## src/rtl/npu8_host_pkg.sv

```systemverilog
// Shared definitions for the NPU8 host sequencer: bus widths, command op codes, state encoding.
package npu8_host_pkg;

    localparam int ADR_W  = 8;
    localparam int DATA_W = 32;

    typedef logic [1:0] op_t;
    typedef logic [2:0] state_t;

    localparam op_t OP_WRITE   = 2'd0;
    localparam op_t OP_READ    = 2'd1;
    localparam op_t OP_WAITINT = 2'd2;
    localparam op_t OP_END     = 2'd3;

    localparam state_t S_IDLE    = 3'd0;
    localparam state_t S_FETCH   = 3'd1;
    localparam state_t S_WRITE   = 3'd2;
    localparam state_t S_READ    = 3'd3;
    localparam state_t S_RWAIT   = 3'd4;
    localparam state_t S_INTWAIT = 3'd5;

endpackage

```

## src/rtl/npu8_host_timer.sv

```systemverilog
// Loadable up-counter with a compare against (limit-1); a limit of zero never completes.
module npu8_host_timer #(
    parameter int TO_W = 16
) (
    input  logic            CLK,
    input  logic            RESET_X,
    input  logic            i_load,
    input  logic [TO_W-1:0] i_limit,
    output logic            o_done
);

    logic [TO_W-1:0] r_cnt;

    always_ff @(posedge CLK) begin
        if (!RESET_X) begin
            r_cnt <= '0;
        end else if (i_load) begin
            r_cnt <= '0;
        end else begin
            r_cnt <= r_cnt + 1'b1;
        end
    end

    // Counter holds 0 in the first counted cycle, so limit N completes in the Nth cycle.
    assign o_done = (i_limit != '0) && (r_cnt == i_limit - 1'b1);

endmodule

```

## src/rtl/npu8_host_seq.sv

```systemverilog
// Host-side command sequencer for the NPU8 register port: turns a valid/ready stream of
// write/read/wait-for-INT/end commands into single-cycle bus accesses.
module npu8_host_seq
    import npu8_host_pkg::*;
#(
    parameter int RD_LAT = 1,
    parameter int TO_W   = 16
) (
    input  logic              CLK,
    input  logic              RESET_X,
    input  logic              GO,
    input  logic              CMD_VALID,
    output logic              CMD_READY,
    input  logic [1:0]        CMD_OP,
    input  logic [ADR_W-1:0]  CMD_ADR,
    input  logic [DATA_W-1:0] CMD_DATA,
    output logic [ADR_W-1:0]  ADR,
    output logic              WR,
    output logic              RD,
    output logic [DATA_W-1:0] WDATA,
    input  logic [DATA_W-1:0] RDATA,
    input  logic              INT,
    output logic              RD_VALID,
    output logic [DATA_W-1:0] RD_DATA,
    output logic [ADR_W-1:0]  RD_ADR,
    output logic              BUSY,
    output logic              DONE,
    output logic              TIMEOUT,
    output logic [15:0]       CMD_CNT
);

    localparam logic [TO_W-1:0] RD_LAT_L = TO_W'(RD_LAT);

    state_t             r_state;
    logic [ADR_W-1:0]   r_adr;
    logic [DATA_W-1:0]  r_data;
    logic               r_rd_valid;
    logic [DATA_W-1:0]  r_rd_data;
    logic [ADR_W-1:0]   r_rd_adr;
    logic               r_done;
    logic               r_timeout;
    logic [15:0]        r_cnt;

    state_t             w_next;
    logic               w_hs;
    logic               w_tmr_load;
    logic [TO_W-1:0]    w_tmr_limit;
    logic               w_tmr_done;
    logic               w_sample;
    logic               w_to_hit;

    // One timer serves both wait states; it is held at zero everywhere else.
    assign w_tmr_load  = !((r_state == S_RWAIT) || (r_state == S_INTWAIT));
    assign w_tmr_limit = (r_state == S_RWAIT) ? RD_LAT_L : r_data[TO_W-1:0];

    npu8_host_timer #(.TO_W(TO_W)) u_timer (
        .CLK     (CLK),
        .RESET_X (RESET_X),
        .i_load  (w_tmr_load),
        .i_limit (w_tmr_limit),
        .o_done  (w_tmr_done)
    );

    assign w_hs     = (r_state == S_FETCH) && CMD_VALID;
    assign w_sample = ((r_state == S_READ) && (RD_LAT == 0)) ||
                      ((r_state == S_RWAIT) && w_tmr_done);
    // INT has priority over an expiring timeout in the same cycle.
    assign w_to_hit = (r_state == S_INTWAIT) && !INT && w_tmr_done;

    always_comb begin
        w_next = r_state;
        case (r_state)
            S_IDLE:    if (GO) w_next = S_FETCH;
            S_FETCH: begin
                if (CMD_VALID) begin
                    case (CMD_OP)
                        OP_WRITE:   w_next = S_WRITE;
                        OP_READ:    w_next = S_READ;
                        OP_WAITINT: w_next = S_INTWAIT;
                        default:    w_next = S_IDLE;
                    endcase
                end
            end
            S_WRITE:   w_next = S_FETCH;
            S_READ:    w_next = (RD_LAT == 0) ? S_FETCH : S_RWAIT;
            S_RWAIT:   if (w_tmr_done) w_next = S_FETCH;
            S_INTWAIT: begin
                if (INT)             w_next = S_FETCH;
                else if (w_tmr_done) w_next = S_IDLE;
            end
            default:   w_next = S_IDLE;
        endcase
    end

    always_ff @(posedge CLK) begin
        if (!RESET_X) begin
            r_state    <= S_IDLE;
            r_adr      <= '0;
            r_data     <= '0;
            r_rd_valid <= 1'b0;
            r_rd_data  <= '0;
            r_rd_adr   <= '0;
            r_done     <= 1'b0;
            r_timeout  <= 1'b0;
            r_cnt      <= '0;
        end else begin
            r_state    <= w_next;
            r_rd_valid <= w_sample;
            r_done     <= (w_hs && (CMD_OP == OP_END)) || w_to_hit;
            if ((r_state == S_IDLE) && GO) begin
                r_timeout <= 1'b0;
                r_cnt     <= '0;
            end
            if (w_to_hit) begin
                r_timeout <= 1'b1;
            end
            if (w_hs) begin
                r_adr  <= CMD_ADR;
                r_data <= CMD_DATA;
                r_cnt  <= r_cnt + 16'd1;
            end
            if (w_sample) begin
                r_rd_data <= RDATA;
                r_rd_adr  <= r_adr;
            end
        end
    end

    // Bus is driven only during the strobe cycle; address and data are zero otherwise.
    assign WR        = (r_state == S_WRITE);
    assign RD        = (r_state == S_READ);
    assign ADR       = (WR || RD) ? r_adr : '0;
    assign WDATA     = WR ? r_data : '0;
    assign CMD_READY = (r_state == S_FETCH);
    assign BUSY      = (r_state != S_IDLE);
    assign RD_VALID  = r_rd_valid;
    assign RD_DATA   = r_rd_data;
    assign RD_ADR    = r_rd_adr;
    assign DONE      = r_done;
    assign TIMEOUT   = r_timeout;
    assign CMD_CNT   = r_cnt;

endmodule

```

## config.mk

```make
export PLATFORM = sky130hd
export DESIGN_NAME = npu8_host_seq
export DESIGN_NICKNAME = d
export VERILOG_FILES = /design/src/rtl/npu8_host_pkg.sv /design/src/rtl/npu8_host_timer.sv /design/src/rtl/npu8_host_seq.sv
export SDC_FILE = /design/constraint.sdc
export NUM_CORES = 1
export LEC_CHECK = 0
export ABC_CLOCK_PERIOD_IN_PS = 8900
export BUFFER_PORTS_ARGS = -buffer_cell sky130_fd_sc_hd__buf_2
export CAP_MARGIN = 15
export CORE_UTILIZATION = 40
export DETAILED_ROUTE_END_ITERATION = 10
export PLACE_DENSITY = 0.64
export SYNTH_ARGS = -nofsm -noshare
export SYNTH_HDL_FRONTEND = slang
export SYNTH_SLANG_ARGS = --single-unit
export TNS_END_PERCENT = 30
```

## constraint.sdc

```tcl
create_clock -name CLK -period 8.9 [get_ports CLK]
set_input_delay 1.78 -clock CLK [delete_from_list [all_inputs] [get_ports CLK]]
set_output_delay 1.78 -clock CLK [all_outputs]
set_load 0.01 [all_outputs]
```

==> impl_metrics.csv, run 1 <==
group,metric,value,unit
routing,drt_pass1_iterations,4,
yosys,synth-seq-area-share,36.5,%
cells_and_area,fillers,1569,
yosys,async_flop_share,0,%
floorplan,die_area,16700,um2
cts,cts_hold_repair.buffers,0,
floorplan,start_util,40.9,%
placed_design,dpl_cell_area,7290,um2
power_and_ir_drop,vdd_drop_max,0.000144,V
placed_design,dp_cells,1131,
global_route,grt_max_degree,112,
placed_design,io_buffers,181,
cts,post_cts_resized,0,
setup_path,critPathLaunchType,"register",
cts,clock_sinks,118,
cells_and_area,synthToLayoutAreaGrowth,22.0,%
power_and_ir_drop,pwr-share-comb,12.0,%
setup_path,cp-startpoint,"r_state[2]",
job,drv_cap,0,
timing,slew_headroom,32.7,%
yosys,synth_top_area_share,36.5,%
cells_and_area,final_util,49.9,%
global_route,overflow,0,
floorplan,core-area,15800,um2
timing,min_period_over_period,52.0,%
cts,path_clk_slew,50,ps
yosys,syn_nets,874,
cells_and_area,diodes,0,
floorplan,ios,182,
power_and_ir_drop,internal_power,1.09,mW
timing,setup-tns-final,0,ps
floorplan,die_w,129,um
routing,drt_first_iter_violations,389,
setup_path,crit_chain,"or3b_1 > nand2_1 > ha_1 > o2111ai_1 > a211o_1 > a21o_1 > or4_4 > nor4_4 > buf_4 > mux2i_1",
yosys,yosys.area.top_type,"dfxtp_1",
routing,vias,5846,
timing,rsz0062_at_grt,"no",
timing,period_minus_slack,4630,ps
power_and_ir_drop,seq_power_share,39.1,%
routing,drc_errors,0,
setup_path,cp.required,9250,ps
timing,report.final.slew_viol_count,0,
global_route,grt.total_usage,20.3,%
yosys,yosysMostFrequentCell,"nand2_1",
cts,insertion_delay,420,ps
cells_and_area,finalInstanceArea,7900,um2
cells_and_area,nets,1021,
setup_path,crit_buf_inv,1,
timing,max_freq,216,MHz
yosys,synth_ff_type,"dfxtp_1",
routing,avgRoutedWirePerCell,14.4,um
yosys,syn_area_per_cell,8.22,um2
timing,timing_worst_slew_pin_value,1010,ps
cts,ctsRootBufferMaster,"clkbuf_16",
yosys,synth-edff-count,0,
min_path,hold_path.class,"reg2reg",
outcome,status,"complete, no violations",
yosys,ys_ff_latch,118,
placed_design,gp_congestion,0.914,
setup_path,crit_type,"reg2reg",
cts,cts_tree,"done",
timing,setup_viol,0,
global_route,grt_pass1_wl,26400,um
yosys,ys_types,73,
setup_path,crit_family,"simple AND/OR/NAND/NOR gates",
power_and_ir_drop,total_power,1.43,mW
power_and_ir_drop,p_leak,3.29,nW
cts,clk_path_buf_depth,2,
power_and_ir_drop,p_per_area,181,nW/um2
setup_path,worstPathArrival,4980,ps
floorplan,rows,46,
floorplan,die_h,129,um
setup_path,max_stage_delay,720,ps
global_route,grt_antenna_before_repair,0,
cells_and_area,fin_cells,1161,
setup_path,slowest_stage,"or3b_1",
setup_path,worstReg2RegStart,"r_state[2]",
yosys,yosys_warnings,0,
global_route,grt_pass1_vias,5209,
cts,cts_setup_buffers,0,
power_and_ir_drop,pwr-share-clk,48.9,%
cts,cts_buffers,17,
setup_path,cp-end-kind,"register",
yosys,netlist_instances,788,
routing,routed_via_density,5.04,
routing,routed_wl,16700,um
power_and_ir_drop,p_sw,0.345,mW
power_and_ir_drop,p_sw_share,24.1,%
yosys,netlist_area,6480,um2
min_path,worstHoldStart,"RD_DATA[8]",
yosys,synthTopCellsByCount,"nand2_1 (188), dfxtp_1 (118), and2_1 (48)",
timing,hold_viol_final,0,
setup_path,cp_max_fo,40,
routing,ant_nets,0,
cells_and_area,drive_above_1_share,25.1,%
placed_design,hpwl,11600,um
cts,htreeDepth,4,
yosys,synthTopCellsByArea,"dfxtp_1 (36%), nand2_1 (11%), mux2i_1 (7.1%)",
timing,clock-skew-final,9.75,ps
placed cells by master (no fill, tap or decap), types with 8 or more instances in the layout:
| master | synthesis | layout |
|---|---|---|
| and3_1 | 9 | 8 |
| nand3_1 | 23 | 23 |
| nor2_1 | 44 | 44 |
| a21oi_1 | 16 | 16 |
| mux2i_1 | 46 | 46 |
| and2_1 | 48 | 48 |
| nor3_1 | 10 | 10 |
| buf_2 | 2 | 180 |
| inv_1 | 15 | 15 |
| clkbuf_16 | 0 | 17 |
| dfxtp_1 | 118 | 118 |
| xnor2_1 | 15 | 15 |
| xor2_1 | 11 | 11 |
| o21ai_0 | 14 | 14 |
| o211ai_1 | 9 | 9 |
| nand2_1 | 188 | 188 |
| nand2b_1 | 9 | 9 |
| a21boi_0 | 44 | 44 |
power by group through the flow:
stage,sequential (mW),combinational [mW],clock (mW)
4_1_cts,0.559,0.172,0.717
3_5_place_dp,0.570,0.171,0
5_1_grt,0.562,0.193,0.741
3_3_place_gp,0.570,0.171,0
6_report,0.560,0.172,0.701
2_1_floorplan,0.559,0.138,0
state kept, by name, indices dropped and copies added, names as in the netlist:
| name | flops |
|---|---|
| RD_DATA | 32 |
| r_data | 32 |
| CMD_CNT | 16 |
| u_timer.r_cnt | 16 |
| RD_ADR | 8 |
| r_adr | 8 |
| r_state | 3 |
| DONE | 1 |
| RD_VALID | 1 |
| TIMEOUT | 1 |
metal layers:
layer	GRT usage, %	vias up	part of all wire (%)
li1	-	2992	-
met1	26.2	2648	47
met2	31.5	182	45
met3	6.61	24	7.1
met4	7.61	0	1.7
met5	0	-	0
per-stage QoR:
step,worst slack (ps),hold WS [ps]
6_report,4270,452
2_1_floorplan,5270,439
4_1_cts,4240,453
3_5_place_dp,4270,445
5_1_grt,3930,466
3_3_place_gp,4340,439
final timing paths:
check,to,slack [ps],cells after the start
worst min register to register,RD_DATA[8],450,2
worst max register to register,RD_ADR[2],4270,10
worst max-delay path,RD_ADR[2],4270,10
worst min-delay path,RD_DATA[8],450,2
cells by family (layout without fill, tap and decap cells):
group                      Yosys count  count (layout)  synth area share (%)
muxes                               47              47                  7.28
adders and majority gates            7               7                  1.35
and+or+nand+nor                    389             389                  29.6
buffers and inverters               74             231                  7.30
DFF                                118             118                  36.5
xor gates and xnor gates            27              27                  3.88
AOI/OAI and AO/OA                  126             126                  14.1
cell type report:
type | instances | area, um2 | area share [%]
inverters | 15 | 56.3 | 0.713
multi-input cells | 596 | 3650 | 46.2
flip-flops and latches | 118 | 2360 | 29.9
well taps | 216 | 270 | 3.42
clock inverters | 3 | 90.1 | 1.14
repair buffers | 187 | 961 | 12.2
clock buffers | 26 | 509 | 6.44
tightest hold or removal path: cells and delay by family (launching register included):
kind          cells  cell delay (ps)
mux               1               50
simple gates      1               50
flops             1              300
No activity file was read; power rests on OpenSTA's default activity.
==> inputs of run 2 (changes only) <==
- ABC_CLOCK_PERIOD_IN_PS: 8900 -> 3800
- PLACE_DENSITY: 0.64 -> 0.66
- clock period: 8.9 -> 3.8 ns (I/O delays scaled with it)
==> run 2 against run 1 <==
  * Worst setup slack got worse by 3900 ps
  * Utilization rose by 1.1 points
  * Combinational power rose to 2.6 times the previous value
==> impl_metrics.csv, run 2 (synthesis gave the netlist of run 1 again) <==
group,metric,value,unit
cts,cts_hold_repair.buffers,0,
cts,cts_buffers,17,
cells_and_area,layout_commonest_cell,"nand2_1",
floorplan,start_util,40.9,%
timing,timing_worst_slew_pin_value,554,ps
global_route,grt_max_degree,109,
placed_design,io_buffers,181,
setup_path,cp-end-kind,"register",
routing,drt_first_iter_violations,364,
routing,routed_via_density,5.08,
setup_path,max_stage_delay,560,ps
routing,routed_wl,17700,um
timing,min_period_over_period,91.0,%
cells_and_area,final_cell_mix,"nand2_1 (188), buf_2 (180), dfxtp_1 (118)",
cells_and_area,drive_above_1_share,26.9,%
cells_and_area,fillers,1586,
global_route,overflow,0,
global_route,grt_pass1_vias,5401,
routing,avgRoutedWirePerCell,15.0,um
routing,drt_pass1_iterations,5,
floorplan,core-area,15800,um2
setup_path,cp.required,4140,ps
routing,drc_errors,0,
timing,hold_viol_final,0,
cells_and_area,nets,1039,
global_route,grt.total_usage,21.2,%
setup_path,crit_type,"reg2reg",
setup_path,worstPathArrival,3790,ps
setup_path,slowest_stage,"or4_4",
floorplan,die_h,129,um
cts,clock_sinks,118,
timing,period_minus_slack,3460,ps
timing,slew_headroom,62.7,%
timing,clock-skew-final,8.76,ps
routing,ant_nets,0,
floorplan,ios,182,
cts,path_clk_slew,60,ps
timing,setup-tns-final,0,ps
min_path,holdPathEnd,"RD_ADR[5]",
outcome,status,"complete, no violations",
cts,htreeDepth,4,
setup_path,ff2ff_path_depth,12,
power_and_ir_drop,p_leak,3.40,nW
floorplan,die_w,129,um
setup_path,cp_max_fo,40,
cells_and_area,multiInputGateArea,3650,um2
placed_design,place_worst_setup_slack,354,ps
global_route,grt_antenna_before_repair,0,
floorplan,die_area,16700,um2
timing,fin_ws,343,ps
cts,cts_setup_buffers,0,
cells_and_area,diodes,0,
cts,ctsRootBufferMaster,"clkbuf_16",
cts,insertion_delay,410,ps
min_path,hold_path.class,"reg2reg",
cts,clk_path_buf_depth,2,
setup_path,crit_family,"simple AND/OR/NAND/NOR gates",
placed_design,gp_congestion,0.983,
setup_path,worstReg2RegStart,"r_state[2]",
timing,max_freq,289,MHz
cts,post_cts_resized,0,
min_path,holdPathStages,2,
timing,report.final.slew_viol_count,0,
cells_and_area,ff_latch_area,2360,um2
setup_path,reg2reg_slack,340,ps
routing,vias,5999,
placed_design,hpwl,12400,um
min_path,worstHoldStart,"RD_ADR[5]",
power_and_ir_drop,p_per_area,426,nW/um2
timing,rsz0062_at_grt,"no",
global_route,grt_pass1_wl,27500,um
cts,cts_tree,"done",
setup_path,worst_path_most_repeated_cell,"nand4_1",
cells_and_area,synthToLayoutAreaGrowth,24.8,%
power_and_ir_drop,vdd_drop_max,0.000355,V
power_and_ir_drop,total_power,3.44,mW
setup_path,crit_buf_inv,2,
job,drv_cap,0,
setup_path,r2r_end,"RD_DATA[29]",
setup_path,crit_chain,"or3b_1 > nand2_1 > ha_1 > buf_4 > nand2b_1 > mux2_2 > nand4_1 > nand4_1 > or4_4 > nor4_4 > buf_12 > mux2i_1",
timing,setup_viol,0,
floorplan,rows,46,
setup_path,cp-startpoint,"r_state[2]",
setup_path,critPathLaunchType,"register",
==> run 2: power by group <==
group	leakage, nW	total (mW)	switching (mW)	internal [mW]
registers	0.954	1.29	0.0280	1.27
logic	2.13	0.451	0.259	0.192
clock network	0.308	1.70	0.567	1.13
==> run 2: layer usage <==
layer	GRT usage (%)	part of all wire (%)
met5	0	0
met4	7.47	1.4
met3	5.66	6.8
met2	34.4	46
met1	27.1	46
==> run 2: final cells by class <==
type,instances,share of cell area (%)
Inverter,15,0.697
Tap cell,216,3.34
Timing Repair Buffer,205,13.8
Clock inverter,7,1.44
Clock buffer,24,6.33
Sequential cell,118,29.2
Multi-Input combinational cell,596,45.2
==> run 2: how the worst max path moves through the flow <==
stage,to,cells after the start
6_report,RD_DATA[29],12
5_1_grt,RD_DATA[9],12
4_1_cts,RD_DATA[29],12
3_5_place_dp,RD_DATA[29],12
3_3_place_gp,RD_DATA[13],12
2_1_floorplan,RD_VALID,14
==> run 2: worst min-delay path: cells and delay by family, from the launching register on <==
family	cells	cell delay, ps
multiplexers	1	50
flip-flops	1	300
AND/OR/NAND/NOR	1	50
==> run 2: stage by stage <==
| step | hold slack (ps) | cells | util (%) | area (um2) |
|---|---|---|---|---|
| final | 450 | 1181 | 51.1 | 8080 |
| after global routing | 476 | 1181 | 51.1 | 8080 |
| after CTS | 454 | 1181 | 51.1 | 8080 |
| after detailed placement | 446 | 1150 | 47.1 | 7450 |
| after global placement | 439 | 1150 | 47.1 | 7450 |
| after floorplan | 439 | 788 | - | 6480 |
==> inputs of run 3 (changes only) <==
- ABC_AREA: not set -> 1
- PLACE_DENSITY: 0.66 -> 0.68
==> run 3 against run 2 <==
  * Register-to-register slack better by 420 ps
  * Critical path depth increased by 6
  * Sequential share of layout area grew 2.9 points
  * Clock skew down 3.5 ps
  * Worst setup slack improved by 420 ps
  * Largest cell class unchanged
  * Design area down 8.9%
  * Synthesized cell count is 13% higher
  * Global-route usage decreased by 0.52 points
  * Final cell count up 6.2%
  * Non-clock buffer count decreased by 18
  * Flip-flop and latch count is the same
  * Utilization increased by 1.5 points
==> impl_metrics.csv, run 3 <==
group,metric,value,unit
yosys,ys_ff_latch,118,
yosys,netlist_area,5770,um2
cts,post_cts_resized,0,
setup_path,worstPathArrival,3390,ps
cts,path_clk_slew,50,ps
power_and_ir_drop,total_power,3.58,mW
timing,fin_ws,760,ps
yosys,ys_types,35,
cells_and_area,final_util,52.6,%
setup_path,cp.required,4150,ps
floorplan,core-area,14000,um2
cts,clock_sinks,118,
setup_path,cp_max_fo,36,
yosys,syn_area_per_cell,6.48,um2
yosys,yosys_warnings,0,
cells_and_area,final_cell_mix,"nand2_1 (201), buf_2 (181), nor2_1 (146)",
floorplan,ios,182,
cells_and_area,layout_commonest_cell,"nand2_1",
timing,rsz0062_at_grt,"no",
yosys,synthTopCellsByArea,"dfxtp_1 (41%), nand2_1 (13%), nor2_1 (9.5%)",
cts,cts_buffers,17,
placed_design,hpwl,10900,um
floorplan,start_util,41.2,%
global_route,grt_antenna_before_repair,0,
placed_design,io_buffers,181,
cts,cts_tree,"done",
cts,cts_setup_buffers,0,
global_route,grt_max_degree,86,
timing,setup_viol,0,
power_and_ir_drop,p_per_area,486,nW/um2
cells_and_area,diodes,0,
floorplan,die_area,14900,um2
timing,min_period_over_period,80.0,%
global_route,grt_pass1_vias,5197,
routing,ant_nets,0,
routing,avgRoutedWirePerCell,12.0,um
setup_path,cp-end-kind,"register",
timing,slew_headroom,44.8,%
global_route,overflow,0,
yosys,async_flop_share,0,%
timing,timing_worst_slew_pin_value,828,ps
yosys,synth-edff-count,0,
timing,period_minus_slack,3040,ps
yosys,synth-seq-area-share,41.0,%
cells_and_area,nets,1147,
setup_path,crit_type,"reg2reg",
global_route,grt.total_usage,20.7,%
global_route,grt_pass1_wl,24200,um
timing,setup-tns-final,0,ps
cells_and_area,finalInstanceArea,7360,um2
routing,vias,5815,
cts,htreeDepth,4,
outcome,status,"complete, no violations",
floorplan,die_h,122,um
yosys,synth_ff_type,"dfxtp_1",
floorplan,die_w,122,um
power_and_ir_drop,p_leak,3.70,nW
placed_design,place_worst_setup_slack,790,ps
cells_and_area,drive_above_1_share,21.6,%
setup_path,critPathLaunchType,"register",
timing,report.final.slew_viol_count,0,
yosys,yosys.area.top_type,"dfxtp_1",
yosys,syn_nets,976,
timing,hold_ws,450,ps
yosys,synth_top_area_share,41.0,%
cts,insertion_delay,410,ps
placed_design,dp_cells,1222,
cts,ctsRootBufferMaster,"clkbuf_16",
yosys,synthTopCellsByCount,"nand2_1 (202), nor2_1 (146), inv_1 (144)",
power_and_ir_drop,vdd_drop_max,0.000312,V
cells_and_area,fin_cells,1254,
routing,drc_errors,0,
yosys,yosysMostFrequentCell,"nand2_1",
timing,max_freq,329,MHz
cts,clk_path_buf_depth,2,
timing,clock-skew-final,5.25,ps
placed_design,gp_congestion,0.832,
job,drv_cap,0,
placed_design,dpl_cell_area,6770,um2
timing,hold_viol_final,0,
routing,drt_pass1_iterations,6,
routing,drt_first_iter_violations,300,
routing,routed_via_density,4.64,
floorplan,rows,43,
min_path,hold_path.class,"reg2reg",
routing,routed_wl,15000,um
cells_and_area,synthToLayoutAreaGrowth,27.6,%
yosys,netlist_instances,890,
cts,cts_hold_repair.buffers,0,
run 3: power by group:
group | leakage (nW) | switching (mW) | internal, mW
clock | 0.296 | 0.548 | 1.03
sequential | 0.956 | 0.0508 | 1.31
combinational | 2.45 | 0.422 | 0.225
total | 3.70 | 1.02 | 2.56
run 3: cell type report:
class / instances / area [um2]
repair buffers: 187 / 951
well taps: 180 / 225
multi-input cells: 587 / 2670
inverters: 150 / 563
flip-flops and latches: 118 / 2360
clock inverters: 9 / 98.8
fillers: 1413 / 6630
clock buffers: 23 / 488
run 3: metal layers:
| layer | share of wire [%] | track usage, % | vias to the layer above |
|---|---|---|---|
| met5 | 0 | 0 | - |
| met4 | 1.9 | 8.08 | 0 |
| met3 | 5.8 | 6.74 | 23 |
| met2 | 47 | 33.3 | 136 |
| met1 | 45 | 25.5 | 2545 |
| li1 | - | - | 3111 |
run 3: final timing paths:
| path | slack (ps) | depth (start not counted) | from | endpoint |
|---|---|---|---|---|
| setup reg to reg | 760 | 18 | r_state[0] | RD_DATA[8] |
| hold / removal | 450 | 2 | r_data[29] | r_data[29] |
| hold reg to reg | 450 | 2 | r_data[29] | r_data[29] |
| setup / recovery | 760 | 18 | r_state[0] | RD_DATA[8] |
run 3: cell families (layout without fill, tap and decap cells):
kind of cell | after synthesis | after routing | share of synthesized area, %
xor+xnor | 5 | 5 | 0.759
fa+ha+maj | 7 | 7 | 1.52
simple gates | 415 | 415 | 29.2
compound gates | 160 | 160 | 14.8
buf+inv | 185 | 369 | 12.8
flops | 118 | 118 | 41.0
run 3: critical path, stage by stage (launching register included):
cell      delay [ps]
dfxtp_1          460
nor2_4            90
nand2_4          290
nand2_1          130
inv_2             80
ha_1             220
nand3_1          170
inv_2            100
nand2_1           50
nand2_1           60
nand2_1           50
clkinv_1          40
nand3_1           50
nor2_1           220
nand3_2          340
buf_4            360
nand2_1           80
nand2_1           50
nor2_1           120
